===== src/rtl/activation_control_if.sv =====
// Activation function encoding and the instruction/datapath bundle between the
// decoder, the activation sequencer and the accumulator/activation/buffer datapath.
`timescale 1ns/1ps

package activation_control_pkg;
  typedef enum logic [3:0] {
    no_activation = 4'd0,
    relu          = 4'd1,
    relu6         = 4'd2,
    crelu         = 4'd3,
    elu           = 4'd4,
    selu          = 4'd5,
    softsign      = 4'd6,
    softplus      = 4'd7,
    sigmoid       = 4'd8,
    tanh          = 4'd9
  } activation_type;
endpackage

interface activation_control_if #(
  parameter int ACC_ADDR_WIDTH = 9,
  parameter int BUF_ADDR_WIDTH = 24,
  parameter int LENGTH_WIDTH   = 16
);
  import activation_control_pkg::*;

  logic                      instr_valid;
  logic                      instr_ready;
  logic [ACC_ADDR_WIDTH-1:0] instr_acc_addr;
  logic [BUF_ADDR_WIDTH-1:0] instr_buf_addr;
  logic [LENGTH_WIDTH-1:0]   instr_length;
  activation_type            instr_function;
  logic                      instr_signed;

  logic                      acc_read_en;
  logic [ACC_ADDR_WIDTH-1:0] acc_read_addr;
  logic                      act_enable;
  activation_type            act_function;
  logic                      act_signed;
  logic                      buf_write_en;
  logic [BUF_ADDR_WIDTH-1:0] buf_write_addr;
  logic                      busy;
  logic                      done;

  modport master (
    output instr_valid, instr_acc_addr, instr_buf_addr, instr_length,
           instr_function, instr_signed,
    input  instr_ready, acc_read_en, acc_read_addr, act_enable, act_function,
           act_signed, buf_write_en, buf_write_addr, busy, done
  );

  modport slave (
    input  instr_valid, instr_acc_addr, instr_buf_addr, instr_length,
           instr_function, instr_signed,
    output instr_ready, acc_read_en, acc_read_addr, act_enable, act_function,
           act_signed, buf_write_en, buf_write_addr, busy, done
  );
endinterface


===== src/rtl/activation_control.sv =====
// Activation sequencer: accepts one instruction, issues N accumulator reads and
// emits unified-buffer writes aligned with the activation pipeline output.
`timescale 1ns/1ps

module activation_control
  import activation_control_pkg::*;
#(
  parameter int MATRIX_WIDTH     = 14,
  parameter int ACC_ADDR_WIDTH   = 9,
  parameter int BUF_ADDR_WIDTH   = 24,
  parameter int LENGTH_WIDTH     = 16,
  parameter int ACC_READ_LATENCY = 2,
  parameter int ACT_LATENCY      = 3
) (
  input logic           clk,
  input logic           rst,
  activation_control_if.slave bus
);

  localparam int L = ACC_READ_LATENCY + ACT_LATENCY;

  if (L < 1 || MATRIX_WIDTH < 1) begin : g_param_check
    $error("activation_control: pipeline latency and matrix width must be positive");
  end

  typedef enum logic [1:0] {IDLE, ISSUE, DRAIN} state_t;

  state_t                    state_q, state_d;
  logic [LENGTH_WIDTH-1:0]   len_q, len_d;
  logic [LENGTH_WIDTH-1:0]   read_cnt_q, read_cnt_d, read_cnt_inc;
  logic [ACC_ADDR_WIDTH-1:0] acc_read_addr_q, acc_read_addr_d;
  logic [BUF_ADDR_WIDTH-1:0] buf_write_addr_q, buf_write_addr_d;
  logic                      acc_read_en_q, acc_read_en_d;
  logic                      act_enable_q, act_enable_d;
  logic                      act_signed_q, act_signed_d;
  logic                      done_q, done_d;
  activation_type            act_function_q, act_function_d;
  logic [L-1:0]              wr_sr_q, wr_sr_d;
  logic [L-1:0]              last_sr_q, last_sr_d;
  logic                      last_issue;
  logic                      accept;

  assign accept = bus.instr_valid && (state_q == IDLE);

  always_ff @(posedge clk or posedge rst) begin
    if (rst) state_q <= IDLE;
    else     state_q <= state_d;
  end

  // Zero-length instructions pass through DRAIN so ready drops for the done cycle.
  always_comb begin
    state_d = state_q;
    unique case (state_q)
      IDLE:    if (accept) state_d = (bus.instr_length == '0) ? DRAIN : ISSUE;
      ISSUE:   if (read_cnt_q == len_q) state_d = DRAIN;
      DRAIN:   if (done_q) state_d = IDLE;
      default: state_d = IDLE;
    endcase
  end

  always_comb begin
    len_d            = len_q;
    read_cnt_d       = read_cnt_q;
    read_cnt_inc     = read_cnt_q + LENGTH_WIDTH'(1);
    acc_read_addr_d  = acc_read_addr_q;
    buf_write_addr_d = buf_write_addr_q;
    act_function_d   = act_function_q;
    act_signed_d     = act_signed_q;
    act_enable_d     = act_enable_q && !done_q;
    acc_read_en_d    = 1'b0;
    last_issue       = 1'b0;
    done_d           = last_sr_q[L-1];

    if (wr_sr_q[L-1]) buf_write_addr_d = buf_write_addr_q + BUF_ADDR_WIDTH'(1);

    unique case (state_q)
      IDLE: begin
        if (accept) begin
          len_d            = bus.instr_length;
          acc_read_addr_d  = bus.instr_acc_addr;
          buf_write_addr_d = bus.instr_buf_addr;
          act_function_d   = bus.instr_function;
          act_signed_d     = bus.instr_signed;
          read_cnt_d       = '0;
          if (bus.instr_length != '0) begin
            acc_read_en_d = 1'b1;
            read_cnt_d    = LENGTH_WIDTH'(1);
            last_issue    = (bus.instr_length == LENGTH_WIDTH'(1));
            act_enable_d  = 1'b1;
          end else begin
            done_d = 1'b1;
          end
        end
      end
      ISSUE: begin
        if (read_cnt_q != len_q) begin
          acc_read_en_d   = 1'b1;
          acc_read_addr_d = acc_read_addr_q + ACC_ADDR_WIDTH'(1);
          read_cnt_d      = read_cnt_inc;
          last_issue      = (read_cnt_inc == len_q);
        end
      end
      default: ;
    endcase

    // Write strobe trails the read strobe by L; the last-read marker one cycle
    // earlier so the registered done lands on the final write.
    wr_sr_d   = L'({wr_sr_q, acc_read_en_q});
    last_sr_d = L'({last_sr_q, last_issue});
  end

  always_ff @(posedge clk or posedge rst) begin
    if (rst) begin
      len_q            <= '0;
      read_cnt_q       <= '0;
      acc_read_addr_q  <= '0;
      buf_write_addr_q <= '0;
      acc_read_en_q    <= 1'b0;
      act_enable_q     <= 1'b0;
      act_signed_q     <= 1'b0;
      act_function_q   <= no_activation;
      done_q           <= 1'b0;
      wr_sr_q          <= '0;
      last_sr_q        <= '0;
    end else begin
      len_q            <= len_d;
      read_cnt_q       <= read_cnt_d;
      acc_read_addr_q  <= acc_read_addr_d;
      buf_write_addr_q <= buf_write_addr_d;
      acc_read_en_q    <= acc_read_en_d;
      act_enable_q     <= act_enable_d;
      act_signed_q     <= act_signed_d;
      act_function_q   <= act_function_d;
      done_q           <= done_d;
      wr_sr_q          <= wr_sr_d;
      last_sr_q        <= last_sr_d;
    end
  end

  assign bus.instr_ready    = (state_q == IDLE);
  assign bus.busy           = (state_q != IDLE);
  assign bus.acc_read_en    = acc_read_en_q;
  assign bus.acc_read_addr  = acc_read_addr_q;
  assign bus.act_enable     = act_enable_q;
  assign bus.act_function   = act_function_q;
  assign bus.act_signed     = act_signed_q;
  assign bus.buf_write_en   = wr_sr_q[L-1];
  assign bus.buf_write_addr = buf_write_addr_q;
  assign bus.done           = done_q;

endmodule


===== src/flat_wrapper.sv =====
// flat-port wrapper written by rule: the top's interface ports become plain ports
module activation_control_flat import activation_control_pkg::*;
#(
  parameter int MATRIX_WIDTH     = 14,
  parameter int ACC_ADDR_WIDTH   = 9,
  parameter int BUF_ADDR_WIDTH   = 24,
  parameter int LENGTH_WIDTH     = 16,
  parameter int ACC_READ_LATENCY = 2,
  parameter int ACT_LATENCY      = 3
)
  (clk, rst, bus_instr_valid, bus_instr_acc_addr, bus_instr_buf_addr, bus_instr_length, bus_instr_function, bus_instr_signed, bus_instr_ready, bus_acc_read_en, bus_acc_read_addr, bus_act_enable, bus_act_function, bus_act_signed, bus_buf_write_en, bus_buf_write_addr, bus_busy, bus_done);
  activation_control_if #(.ACC_ADDR_WIDTH(ACC_ADDR_WIDTH), .BUF_ADDR_WIDTH(BUF_ADDR_WIDTH), .LENGTH_WIDTH(LENGTH_WIDTH)) bus_i ();
  input logic clk;
  input logic rst;
  input wire logic [$bits(bus_i.instr_valid)-1:0] bus_instr_valid;
  input wire logic [$bits(bus_i.instr_acc_addr)-1:0] bus_instr_acc_addr;
  input wire logic [$bits(bus_i.instr_buf_addr)-1:0] bus_instr_buf_addr;
  input wire logic [$bits(bus_i.instr_length)-1:0] bus_instr_length;
  input wire logic [$bits(bus_i.instr_function)-1:0] bus_instr_function;
  input wire logic [$bits(bus_i.instr_signed)-1:0] bus_instr_signed;
  output wire logic [$bits(bus_i.instr_ready)-1:0] bus_instr_ready;
  output wire logic [$bits(bus_i.acc_read_en)-1:0] bus_acc_read_en;
  output wire logic [$bits(bus_i.acc_read_addr)-1:0] bus_acc_read_addr;
  output wire logic [$bits(bus_i.act_enable)-1:0] bus_act_enable;
  output wire logic [$bits(bus_i.act_function)-1:0] bus_act_function;
  output wire logic [$bits(bus_i.act_signed)-1:0] bus_act_signed;
  output wire logic [$bits(bus_i.buf_write_en)-1:0] bus_buf_write_en;
  output wire logic [$bits(bus_i.buf_write_addr)-1:0] bus_buf_write_addr;
  output wire logic [$bits(bus_i.busy)-1:0] bus_busy;
  output wire logic [$bits(bus_i.done)-1:0] bus_done;
  assign bus_i.instr_valid = bus_instr_valid;
  assign bus_i.instr_acc_addr = bus_instr_acc_addr;
  assign bus_i.instr_buf_addr = bus_instr_buf_addr;
  assign bus_i.instr_length = bus_instr_length;
  assign bus_i.instr_function = bus_instr_function;
  assign bus_i.instr_signed = bus_instr_signed;
  assign bus_instr_ready = bus_i.instr_ready;
  assign bus_acc_read_en = bus_i.acc_read_en;
  assign bus_acc_read_addr = bus_i.acc_read_addr;
  assign bus_act_enable = bus_i.act_enable;
  assign bus_act_function = bus_i.act_function;
  assign bus_act_signed = bus_i.act_signed;
  assign bus_buf_write_en = bus_i.buf_write_en;
  assign bus_buf_write_addr = bus_i.buf_write_addr;
  assign bus_busy = bus_i.busy;
  assign bus_done = bus_i.done;
  activation_control #(.MATRIX_WIDTH(MATRIX_WIDTH), .ACC_ADDR_WIDTH(ACC_ADDR_WIDTH), .BUF_ADDR_WIDTH(BUF_ADDR_WIDTH), .LENGTH_WIDTH(LENGTH_WIDTH), .ACC_READ_LATENCY(ACC_READ_LATENCY), .ACT_LATENCY(ACT_LATENCY)) u_core (.clk(clk), .rst(rst), .bus(bus_i));
endmodule

===== config.mk =====
export PLATFORM = sky130hd
export DESIGN_NAME = activation_control_flat
export DESIGN_NICKNAME = d
export VERILOG_FILES = /design/src/rtl/activation_control_if.sv /design/src/rtl/activation_control.sv /design/src/flat_wrapper.sv
export SDC_FILE = /design/constraint.sdc
export NUM_CORES = 1
export LEC_CHECK = 0
export BUFFER_PORTS_ARGS = -buffer_cell sky130_fd_sc_hd__buf_2
export CORE_ASPECT_RATIO = 0.6
export CORE_MARGIN = 8
export CORE_UTILIZATION = 49
export CTS_BUF_LIST = sky130_fd_sc_hd__clkbuf_16
export CTS_CLUSTER_DIAMETER = 30
export CTS_CLUSTER_SIZE = 14
export DETAILED_ROUTE_END_ITERATION = 8
export HOLD_SLACK_MARGIN = 0.12
export PLACE_DENSITY = 0.73
export SETUP_SLACK_MARGIN = 0.15
export SLEW_MARGIN = 20
export SYNTH_ARGS = -nofsm -noshare
export SYNTH_HDL_FRONTEND = slang
export SYNTH_SLANG_ARGS = --single-unit

===== constraint.sdc =====
create_clock -name clk -period 3.8 [get_ports clk]
set_input_delay 0.38 -clock clk [delete_from_list [all_inputs] [get_ports clk]]
set_output_delay 0.38 -clock clk [all_outputs]
set_load 0.05 [all_outputs]

==> metrics.yaml <==
hpwl_um: 8380
synth_area_leaders: "dfrtp_1 48%, nand2_1 9.5%, xnor2_1 5.4%"
layout_setup_ws_ns: 1.222
grt_pass1_vias: 3675
ctsResizeCount: 0
seq_area_frac_synth_pct: 48.25
synth_edf_count: 0
max_cap_viol_count: 0
insertion_delay_ns: 0.34
initial_utilization_pct: 51.13
ys_ff_latch: 85
r2r_setup_slack_ns: 1.22
syn_area_um2: 4408
wl_met3_um: 776
grt_usage_pct: 19.31
cp_max_fo: 30
p_total_w: 0.004694
max_freq_mhz: 387.9
synth.top_cell.area_share_pct: 48.25
gp_congestion: 0.8687
synthTopCellsByCount: "111 x nand2_1, 85 x dfrtp_1, 39 x o21ai_0"
cts_tree: "yes"
setup_viol: 0
nets: 639
clk_pin_slew_ns: 0.06
die_x_um: 138.4
r2r_start: "u_core.read_cnt_q[12]"
crit_type: "flip-flop to flip-flop"
slew_headroom_pct: 35.97
synth_area_leader_cell: "dfrtp_1"
grt_max_degree: 67
rsz0062_at_grt: "false"
initialDrtViolationCount: 327
hold_buffers: 0
worstPathRequired_ns: 4.06
worst_setup_path_end_kind: "flip-flop"
clockBufferDepth: 2
r2r_cells: 6
syn-mean-instance-area_um2: 8.978
finalSetupTns_ns: 0
startpoint_type: "flip-flop"
die-area_um2: 12390
ys.flop_type: "dfrtp_1"
drc: 0
cts.sinks: 85
numCtsBuffers: 9
synth_cells: 491
top_layer_used: "met4"
dp_slack_ns: 1.268
ir_drop_mv: 0.4923
area_delta_synth_final_pct: 19.76
htree_levels: 3
vias_per_cell: 5.617
cp-startpoint: "u_core.read_cnt_q[12]"
antenna_found_initial: 0
grt.overflow.total: 0
drt-total-wl_um: 11640
cts_root_buf: "clkbuf_16"
p_leak_nw: 2.394
grt_pass1_wl_um: 19230
io_buffer_count: 100
worst_pin_slew_ns: 0.9363
async_flop_share_pct: 100.0
hold_viol_final: 0
hold_path.class: "input pin to asynchronous set/reset pin"
ios: 101
wl_met2_um: 4751
ys_types: 49
synth.most_common_cell: "nand2_1"
finClkSkew_ns: 0.006807
wl_met1_um: 6036
post-cts-setup-buffers: 0
ys_warn_count: 0
wire_per_inst_um: 16.74
cp.arrival_ns: 2.83
die_height_um: 89.47
synth_nets: 551
core-area_um2: 8621
firstDrtPassIters: 5
finish.utilization_pct: 61.23
ant_nets: 0
n_antenna_cell: 0
rows: 26
fin_crit_sh_pct: 67.85
slew_violations: 0
status: "completed"
drive_gt1_share_pct: 21.27
vias: 3904
reg2reg_to: "u_core.bus.acc_read_addr[2]"
power_density_nw_per_um2: 889.3
period_minus_slack_ns: 2.578
logic make-up (layout without fill, tap and decap cells):
logic type | count (synthesis) | count (layout) | share of synthesized area, %
simple gates | 224 | 224 | 24.27
compound gates | 89 | 89 | 12.06
flops | 85 | 85 | 48.25
xor+xnor | 50 | 50 | 10.11
buf+inv | 36 | 128 | 3.520
mux | 4 | 4 | 0.9367
fa+ha+maj | 3 | 3 | 0.8516
where the power goes:
| part | internal [W] | switching (W) |
|---|---|---|
| registers | 0.00124 | 0.000364 |
| logic | 0.000619 | 0.00155 |
| clock network | 0.000567 | 0.000353 |
| total | 0.00243 | 0.00227 |
cell usage in the layout, fill, tap and decap left out, types with 2 or more instances in the layout:
cell type,count
buf_4,3
o22ai_1,5
nand2b_1,5
ha_1,3
nand4_1,14
a21oi_1,17
a211oi_1,3
inv_1,10
mux2i_1,3
nor4_2,2
clkbuf_16,9
nor4_1,6
nand2_1,111
and3_1,8
o21ai_0,39
and4_1,5
nand3_1,16
clkinv_2,2
dfrtp_1,85
nor3b_1,3
xnor2_1,27
or4_1,3
xor2_1,22
or3_1,9
bufinv_16,2
a21o_1,3
buf_2,100
nor2_1,24
o211ai_1,3
and2_1,2
o31ai_1,5
nor3_1,10
a31oi_1,4
routing by layer:
| layer | track usage, % | vias up |
|---|---|---|
| li1 | - | 1875 |
| met1 | 28.03 | 1904 |
| met2 | 26.99 | 118 |
| met3 | 6.207 | 7 |
| met4 | 4.510 | 0 |
| met5 | 0 | - |
flip-flops by register name, summed over array words and instances (netlist names):
| name | count |
|---|---|
| u_core.wr_sr_q | 5 |
| u_core.last_sr_q | 5 |
| u_core.bus.acc_read_addr | 9 |
| u_core.bus.acc_read_en | 1 |
| u_core.bus.act_signed | 1 |
| u_core.bus.done | 1 |
| u_core.bus.act_function | 4 |
| u_core.bus.act_enable | 1 |
| u_core.bus.buf_write_addr | 24 |
| u_core.read_cnt_q | 16 |
| u_core.state_q | 2 |
| u_core.len_q | 16 |
cell type report:
cell class,instances,area (µm²)
inverter,9,35.03
clock inverter,6,81.33
timing repair buffer,104,543.0
sequential,85,2127
tap,112,140.1
clock buffer,9,225.2
multi-input combinational,370,2127
fill,747,3342
stage by stage:
| step | std cells | cell area (µm²) | hold slack (ns) |
|---|---|---|---|
| finish | 695 | 5279 | 0.2020 |
| global route | 695 | 5279 | 0.2284 |
| CTS | 695 | 5279 | 0.2198 |
| detailed placement | 680 | 4972 | 0.3358 |
| global placement | 680 | 4972 | 0.3313 |
| floorplan | 491 | 4408 | 0.3312 |
worst max-delay path, stage by stage (launching register included):
cell and delay [ns]:
dfrtp_1 0.45, xor2_2 0.19, nand3b_1 0.21, nor4_2 0.43
a21o_1 0.73, nand2_1 0.26, a22oi_1 0.23
worst max path at each step:
stage                                       end  slack, ns
global route        u_core.bus.acc_read_addr[2]       0.98
global placement    u_core.bus.acc_read_addr[2]       1.39
floorplan           u_core.bus.acc_read_addr[0]       1.23
finish              u_core.bus.acc_read_addr[2]       1.22
CTS                 u_core.bus.acc_read_addr[2]       1.24
detailed placement         u_core.read_cnt_q[0]       1.27
Power figures use the tool's default switching activity.
